<file path="config.mk">
export PLATFORM = sky130hd
export DESIGN_NAME = load_store_unit
export DESIGN_NICKNAME = d
export VERILOG_FILES = /design/src/rtl/lsu_pkg.sv /design/src/rtl/lsu_lane_align.sv /design/src/rtl/load_store_unit.sv
export SDC_FILE = /design/constraint.sdc
export NUM_CORES = 1
export LEC_CHECK = 0
export CAP_MARGIN = 20
export CORE_ASPECT_RATIO = 0.9
export CORE_UTILIZATION = 35
export DETAILED_ROUTE_END_ITERATION = 16
export GPL_TIMING_DRIVEN = 0
export PLACE_DENSITY = 0.76
export RECOVER_POWER = 100
export SYNTH_ARGS = -nofsm -noshare
export SYNTH_HDL_FRONTEND = slang
export SYNTH_HIERARCHICAL = 1
export SYNTH_SLANG_ARGS = --single-unit
</file>
<file path="constraint.sdc">
create_clock -name clk -period 2.65 [get_ports clk]
set_input_delay 0.6625 -clock clk [delete_from_list [all_inputs] [get_ports clk]]
set_output_delay 0.6625 -clock clk [all_outputs]
set_load 0.005 [all_outputs]
</file>
<file path="src/rtl/lsu_pkg.sv">
// Shared types and defaults for the load/store unit and its lane aligner.
package lsu_pkg;

    typedef enum logic [1:0] {
        SZ_BYTE = 2'b00,
        SZ_HALF = 2'b01,
        SZ_WORD = 2'b10,
        SZ_ILL  = 2'b11
    } size_e;

    typedef enum logic [2:0] {
        ST_IDLE,
        ST_LOAD,
        ST_RMW_READ,
        ST_WRITE,
        ST_RESP
    } state_e;

    localparam int unsigned MEM_BYTES_DEFAULT = 1024;

endpackage

</file>
<file path="src/rtl/lsu_lane_align.sv">
// Big-endian lane extraction/extension for loads and lane merge for sub-word stores.
module lsu_lane_align
    import lsu_pkg::*;
(
    input  logic [31:0] word,
    input  logic [1:0]  offset,
    input  size_e       size,
    input  logic        is_unsigned,
    input  logic [15:0] wdata,
    output logic [31:0] load_data,
    output logic [31:0] merged
);

    logic [7:0]  byte_sel;
    logic [15:0] half_sel;

    always_comb begin
        // byte offset 0 is the most significant byte of the word
        case (offset)
            2'd0:    byte_sel = word[31:24];
            2'd1:    byte_sel = word[23:16];
            2'd2:    byte_sel = word[15:8];
            default: byte_sel = word[7:0];
        endcase
        half_sel = offset[1] ? word[15:0] : word[31:16];

        load_data = word;
        merged    = word;
        case (size)
            SZ_BYTE: begin
                load_data = is_unsigned ? {24'h0, byte_sel} : {{24{byte_sel[7]}}, byte_sel};
                case (offset)
                    2'd0:    merged[31:24] = wdata[7:0];
                    2'd1:    merged[23:16] = wdata[7:0];
                    2'd2:    merged[15:8]  = wdata[7:0];
                    default: merged[7:0]   = wdata[7:0];
                endcase
            end
            SZ_HALF: begin
                load_data = is_unsigned ? {16'h0, half_sel} : {{16{half_sel[15]}}, half_sel};
                if (offset[1]) merged[15:0]  = wdata;
                else           merged[31:16] = wdata;
            end
            default: ;
        endcase
    end

endmodule

</file>
<file path="src/rtl/load_store_unit.sv">
// Single-outstanding load/store unit with read-modify-write for byte/half stores.
module load_store_unit
    import lsu_pkg::*;
#(
    parameter int unsigned MEM_BYTES = MEM_BYTES_DEFAULT
) (
    input  logic        clk,
    input  logic        rstn,
    input  logic        req_valid,
    output logic        req_ready,
    input  logic        req_we,
    input  logic [1:0]  req_size,
    input  logic        req_unsigned,
    input  logic [31:0] req_addr,
    input  logic [31:0] req_wdata,
    output logic        rsp_valid,
    input  logic        rsp_ready,
    output logic [31:0] rsp_rdata,
    output logic        rsp_err,
    output logic        mem_readEn,
    output logic        mem_writeEn,
    output logic [31:0] mem_address,
    output logic [31:0] mem_datain,
    input  logic [31:0] mem_dataout
);

    state_e      state_q, state_n;
    size_e       size_q;
    logic        uns_q;
    logic [31:0] addr_q;
    logic [31:0] wbuf_q;
    logic        req_err;
    logic        rd_en, wr_en;
    logic [31:0] load_data, merged;

    always_comb begin
        case (size_e'(req_size))
            SZ_HALF: req_err = req_addr[0];
            SZ_WORD: req_err = |req_addr[1:0];
            SZ_ILL:  req_err = 1'b1;
            default: req_err = 1'b0;
        endcase
        if (req_addr >= MEM_BYTES) req_err = 1'b1;
    end

    always_ff @(posedge clk) begin
        if (!rstn) state_q <= ST_IDLE;
        else       state_q <= state_n;
    end

    always_comb begin
        state_n   = state_q;
        req_ready = 1'b0;
        rsp_valid = 1'b0;
        rd_en     = 1'b0;
        wr_en     = 1'b0;
        case (state_q)
            ST_IDLE: begin
                req_ready = 1'b1;
                if (req_valid) begin
                    if (req_err)                         state_n = ST_RESP;
                    else if (!req_we)                    state_n = ST_LOAD;
                    else if (size_e'(req_size) == SZ_WORD) state_n = ST_WRITE;
                    else                                 state_n = ST_RMW_READ;
                end
            end
            ST_LOAD: begin
                rd_en   = 1'b1;
                state_n = ST_RESP;
            end
            ST_RMW_READ: begin
                rd_en   = 1'b1;
                state_n = ST_WRITE;
            end
            ST_WRITE: begin
                wr_en   = 1'b1;
                state_n = ST_RESP;
            end
            ST_RESP: begin
                rsp_valid = 1'b1;
                if (rsp_ready) state_n = ST_IDLE;
            end
            default: state_n = ST_IDLE;
        endcase
    end

    // wbuf_q holds the raw store data until RMW_READ replaces it with the merged word
    always_ff @(posedge clk) begin
        if (!rstn) begin
            size_q    <= SZ_BYTE;
            uns_q     <= 1'b0;
            addr_q    <= '0;
            wbuf_q    <= '0;
            rsp_rdata <= '0;
            rsp_err   <= 1'b0;
        end else begin
            case (state_q)
                ST_IDLE: begin
                    if (req_valid) begin
                        size_q    <= size_e'(req_size);
                        uns_q     <= req_unsigned;
                        addr_q    <= req_addr;
                        wbuf_q    <= req_wdata;
                        rsp_rdata <= '0;
                        rsp_err   <= req_err;
                    end
                end
                ST_LOAD:     rsp_rdata <= load_data;
                ST_RMW_READ: wbuf_q    <= merged;
                default: ;
            endcase
        end
    end

    lsu_lane_align u_align (
        .word        (mem_dataout),
        .offset      (addr_q[1:0]),
        .size        (size_q),
        .is_unsigned (uns_q),
        .wdata       (wbuf_q[15:0]),
        .load_data   (load_data),
        .merged      (merged)
    );

    assign mem_readEn  = rd_en & rstn;
    assign mem_writeEn = wr_en & rstn;
    assign mem_address = {addr_q[31:2], 2'b00};
    assign mem_datain  = wbuf_q;

endmodule
</file>
Yosys cells after proc, flatten, opt, wreduce, memory -nomap -nowiden --
Cells that the tools add are included.
Word-level totals: bits in latches 0, memories 0, ROM bits 0, input bits 104, logic and storage cells 69, RAM bits 0, register bits after elaboration 103
Operators by class: $lt $le $gt $ge 1, div/mod/pow operators 0, shift operators 0, bitwise logic cells 2, multipliers 0, reduce and logical (&&, ||, !) cells 15, add/subtract/negate cells 0, mux-type cells 28, equal/unequal tests 14
Operator list (count):
- $pmux W32 S2 | 4
- $mux W32 | 4
- $mux W16 | 3
- $ge A32 B11 Y1 const B | 1
- $mux W8 | 4
- $pmux W8 S3 | 1
- $pmux W3 S4 | 1
- $mux W3 | 3
- $reduce_and A2 Y1 | 4
- $eq A2 B1 Y1 const B | 3
- $eq A2 B2 Y1 const B | 3
- $eq A3 B2 Y1 const B | 2
- $mux W1 | 6
- $ne A3 B3 Y1 const B | 2
- $reduce_or A2 Y1 | 3
- $logic_not A2 Y1 | 2
- $ne A2 B2 Y1 const B | 2
- $reduce_and A4 Y1 | 1
- $reduce_bool A2 Y1 | 2
- $eq A3 B1 Y1 const B | 1
- $eq A3 B3 Y1 const B | 1
- $logic_not A3 Y1 | 1
- $pmux W1 S3 | 1
- $reduce_and A3 Y1 | 1
- 3 further kinds | 4

Longest topological paths before layout --
depth after elaboration 6, depth in mapped cells 8

By module --
The synthesis kept the hierarchy.
Modules (own cells, without submodules):
- load_store_unit | instances 1, cells an instance 480, area each 4319.1 µm²
- lsu_lane_align | instances 1, cells an instance 219, area each 1624.1 µm²

Worst setup path after synthesis --
Ideal clock, no wire load.
kind reg-to-reg, start register addr_q[1], end register wbuf_q[16] (netlist: mem_datain[16]), arrival 1.656 ns, library setup time 0.125 ns, period minus slack after synthesis 1.782 ns, buffers on the path 2, path slack 0.868 ns, cell stages (with the launch flop) 8, cell sequence dfxtp_1 > buf_4 > or2_2 > buf_4 > nor2_8 > mux2_2 > a222oi_1 > nor2b_1
On the way: longest elaborated chain between the ends 4
Ends and longest elaborated chain:
- from (decl) | line load_store_unit.sv:30 | logic [31:0] addr_q;
- from (signal assigned) | line load_store_unit.sv:102 | addr_q <= req_addr;
- $eq A2 B1 Y1 | line lsu_lane_align.sv:32 | case (offset)
- $mux W8 | line lsu_lane_align.sv:32
- $pmux W32 S2 (*) | line lsu_lane_align.sv:29 | case (size)
- net merged[16] | line load_store_unit.sv:34 | logic [31:0] load_data, merged;
- $pmux W32 S2 (*) | line load_store_unit.sv:97 | case (state_q)
- to (signal assigned) | line load_store_unit.sv:103 | wbuf_q <= req_wdata;
- to (signal assigned) | line load_store_unit.sv:109 | ST_RMW_READ: wbuf_q <= merged;
- to (decl) | line load_store_unit.sv:31 | logic [31:0] wbuf_q;
The timed path passes the listed nets; every way through them passes the cells marked *. A chain may end at the register's enable or synchronous reset.

Worst setup path in the final report --
start register state_q[2], end output mem_readEn
On the way: longest elaborated chain between the ends 4
Ends and longest elaborated chain:
- from (decl) | line load_store_unit.sv:27 | state_e state_q, state_n;
- from (signal assigned) | line load_store_unit.sv:48 | else state_q <= state_n;
- $eq A3 B2 Y1 / $eq A3 B1 Y1 (equally long branches) | line load_store_unit.sv:57 | case (state_q)
- $reduce_or A2 Y1 (no line) (*)
- $mux W1 (*) | line load_store_unit.sv:57
- $and A1 B1 Y1 (*) | line load_store_unit.sv:125 | assign mem_readEn = rd_en & rstn;
- to (decl) | line load_store_unit.sv:20 | output logic mem_readEn,
Every way passes the cells marked *; elsewhere a longest branch is shown, timed or not.

==> metrics.yaml <==
status: "completed"
boundaryPins: 205
synth_edf_count: 0
vdd_drop_max_uv: 403.8
max_stage_delay_ps: 560
yosysSeqAreaShare_pct: 34.69
grt.met1_usage_pct: 31.88
synth-simple-area-share_pct: 19.09
seqPwrFrac_pct: 40.4
multi_input_area_um2: 3229
timing.setup.tns_ps: 0
grt.total_usage_pct: 24.44
row_count: 44
synthTopCellsByArea: "dfxtp_1, nand2_1, a222oi_1, o221ai_1, a21boi_1"
powerDensity_nw_per_um2: 485.4
htreeDepth: 3
cp_max_fo: 10
antenna_found_initial: 0
synthMuxAreaShare_pct: 6.484
die_height_um: 125.6
via_per_inst: 5.564
final_cell_mix: "nand2_1, dfxtp_1, clkdlybuf4s50_1"
grt_pass1_vias: 5941
ys_warn_count: 6
setup_viol: 0
drtAntennaViolNets: 0
slew_viol_final: 0
finalClockSkew_ps: 9.572
switching_power_uw: 1150
final_area_um2: 8513
final_common_cell: "nand2_1"
cts_root_buffer: "clkbuf_16"
gr-total-overflow: 0
routabilityCongestion: 0.9139
wl_per_cell_um: 19.08
synth_top_family_by_area: "compound AO/OA/AOI/OAI gates"
holdBufCountCts: 0
synthAdderAreaFrac_pct: 0
area_growth_pct: 43.24
cts_sinks: 103
crit_chain: "nand2b_4 > nor2_4 > buf_4 > o21a_1 > clkdlybuf4s50_1"
p_sw_share_pct: 27.82
synth_area_um2: 5943
numPortBuffers: 201
ys.flop_type: "dfxtp_1"
grt_pass1_wl_mm: 33.09
nets: 1015
drc_errors: 0
slowest_stage: "clkdlybuf4s50_1"
clock_path_buffers: 2
grt_max_degree: 17
dr_total_vias: 6248
yosysTopAreaCell: "dfxtp_1"
crit_buf_inv: 2
cp.arrival_ps: 1890
dp_hpwl_mm: 16.55
p_int_uw: 2983
nFillCells: 1585
drive_above_1_share_pct: 12.55
hp-class: "flip-flop to flip-flop"
drt-initial-drc-count: 706
core_region_area_um2: 16350
avgSynthCellArea_um2: 8.502
finalCriticalPeriod_ps: 2557
die_w_um: 139.4
synth.distinct_cells: 52
min-delay-start: "addr_q[12]"
end_kind: "output port"
synth_top_area_share_pct: 34.69
worst_pin_slew_ps: 712.0
critPathKind: "flip-flop to output port"
die_area_um2: 17510
clock.fmax_mhz: 391.0
ff2ff_setup_slack_ps: 190
drv_cap: 0
tritoncts: "done"
required_ps: 1990
leakage_uw: 0.003300
finalWirelength_mm: 21.43
startpoint: "state_q[2]"
numCtsBuffers: 9
rsz0062_at_grt: "false"
ys_ff_latch: 103
cts.reportedPaths.clkPinSlew_ps: 70
ys_async_sr_fraction_pct: 0
clk_latency_ps: 360
synth_compound_area_share_pct: 28.95
power_uw: 4132
maxSlewHeadroom_pct: 52.36
n_antenna_cell: 0
globalRouteMet2Util_pct: 38.16
drt-pass1-iter-count: 6
busiest_layer: "met2"
clkPwrFrac_pct: 35.3
fin_crit_sh_pct: 96.51
start_kind: "flip-flop"
crit-reg2reg-launch: "size_q[1]"
comb_power_share_pct: 24.3
final_hold_viol_count: 0
synth_xor_area_share_pct: 0
dpl_cell_area_um2: 8218
cp_top_family: "buffers and inverters"
synthCells: 699
globalRouteMet3Util_pct: 8.175
seq_area_um2: 2063
start_util_pct: 36.35
==> registers in the layout, summed over array words and instances, names as in the netlist <==
signal	count
addr_q	32
mem_datain	32
rsp_rdata	32
state_q	3
size_q	2
rsp_err	1
uns_q	1
==> cell type report <==
type | count | share of cell area (%)
Timing Repair Buffer | 202 | 23.72
Clock inverter | 5 | 0.9553
Sequential cell | 103 | 24.24
Multi-Input combinational cell | 491 | 37.93
Clock buffer | 11 | 2.851
Inverter | 5 | 0.2205
Tap cell | 207 | 3.042
Buffer | 99 | 7.040
==> worst paths after layout <==
kind                    to  cells after the start
max             mem_readEn                      5
min reg2reg     addr_q[12]                      2
min             addr_q[12]                      2
max reg2reg  mem_datain[6]                      7
==> per-layer routing <==
layer	up-vias	part of all wire, %
met1	2902	42
met5	-	0
met3	42	11
met4	0	2.8
li1	2981	-
met2	323	45
==> worst min-delay path, delay by kind of cell, from the launching register on <==
family / cells / cell delay, ps
AOI/OAI and AO/OA: 1 / 50
and+or+nand+nor: 1 / 50
DFF: 1 / 310
==> kinds of logic (layout without fill, tap and decap cells) <==
kind of cell,count (synthesis),after routing
AO/OA/AOI/OAI,220,220
other,1,2
AND/OR/NAND/NOR,242,242
flip-flops,103,103
multiplexers,27,27
buffers and inverters,106,322
==> synth_stat cells (all sizes together), types with 2 or more instances <==
cell type,instances
nand3,34
a21oi,34
a211oi,9
mux4,7
a2bb2oi,12
o21a,2
nor2,31
a41o,2
nor2b,35
a21boi,67
nand2,117
dfxtp,103
o21ai,5
buf,76
a221oi,2
nand2b,2
inv,4
and2,3
o22ai,8
clkbuf,25
nor3,3
a222oi,32
o211ai,3
nand4,2
a22oi,8
o221ai,35
or2,3
nor4,5
mux2,19
==> repair_timing <==
action,in CTS,in global routing
pin swaps,1,0
setup endpoints to repair,1,1
resized for setup,7,3
buffers inserted,1,0
endpoints found under the hold margin,0,0
==> power groups by stage <==
stage	logic (uW)	registers, uW	clock network (uW)
after global placement	1020	1700	0
final	1000	1670	1460
after detailed placement	1030	1700	0
after CTS	1030	1670	1500
after floorplan	565	1690	0
after global routing	1080	1670	1560
==> stage by stage <==
stage | instances | hold slack, ps | setup slack (ps) | util [%]
2_1_floorplan | 700 | 431.7 | 868.5 | -
3_3_place_gp | 1108 | 440.0 | 93.26 | 50.26
3_5_place_dp | 1108 | 446.8 | 53.20 | 50.26
4_1_cts | 1124 | 456.5 | 23.53 | 52.37
5_1_grt | 1123 | 471.8 | 25.17 | 52.07
6_report | 1123 | 453.0 | 92.51 | 52.07
Power figures use the tool's default switching activity.
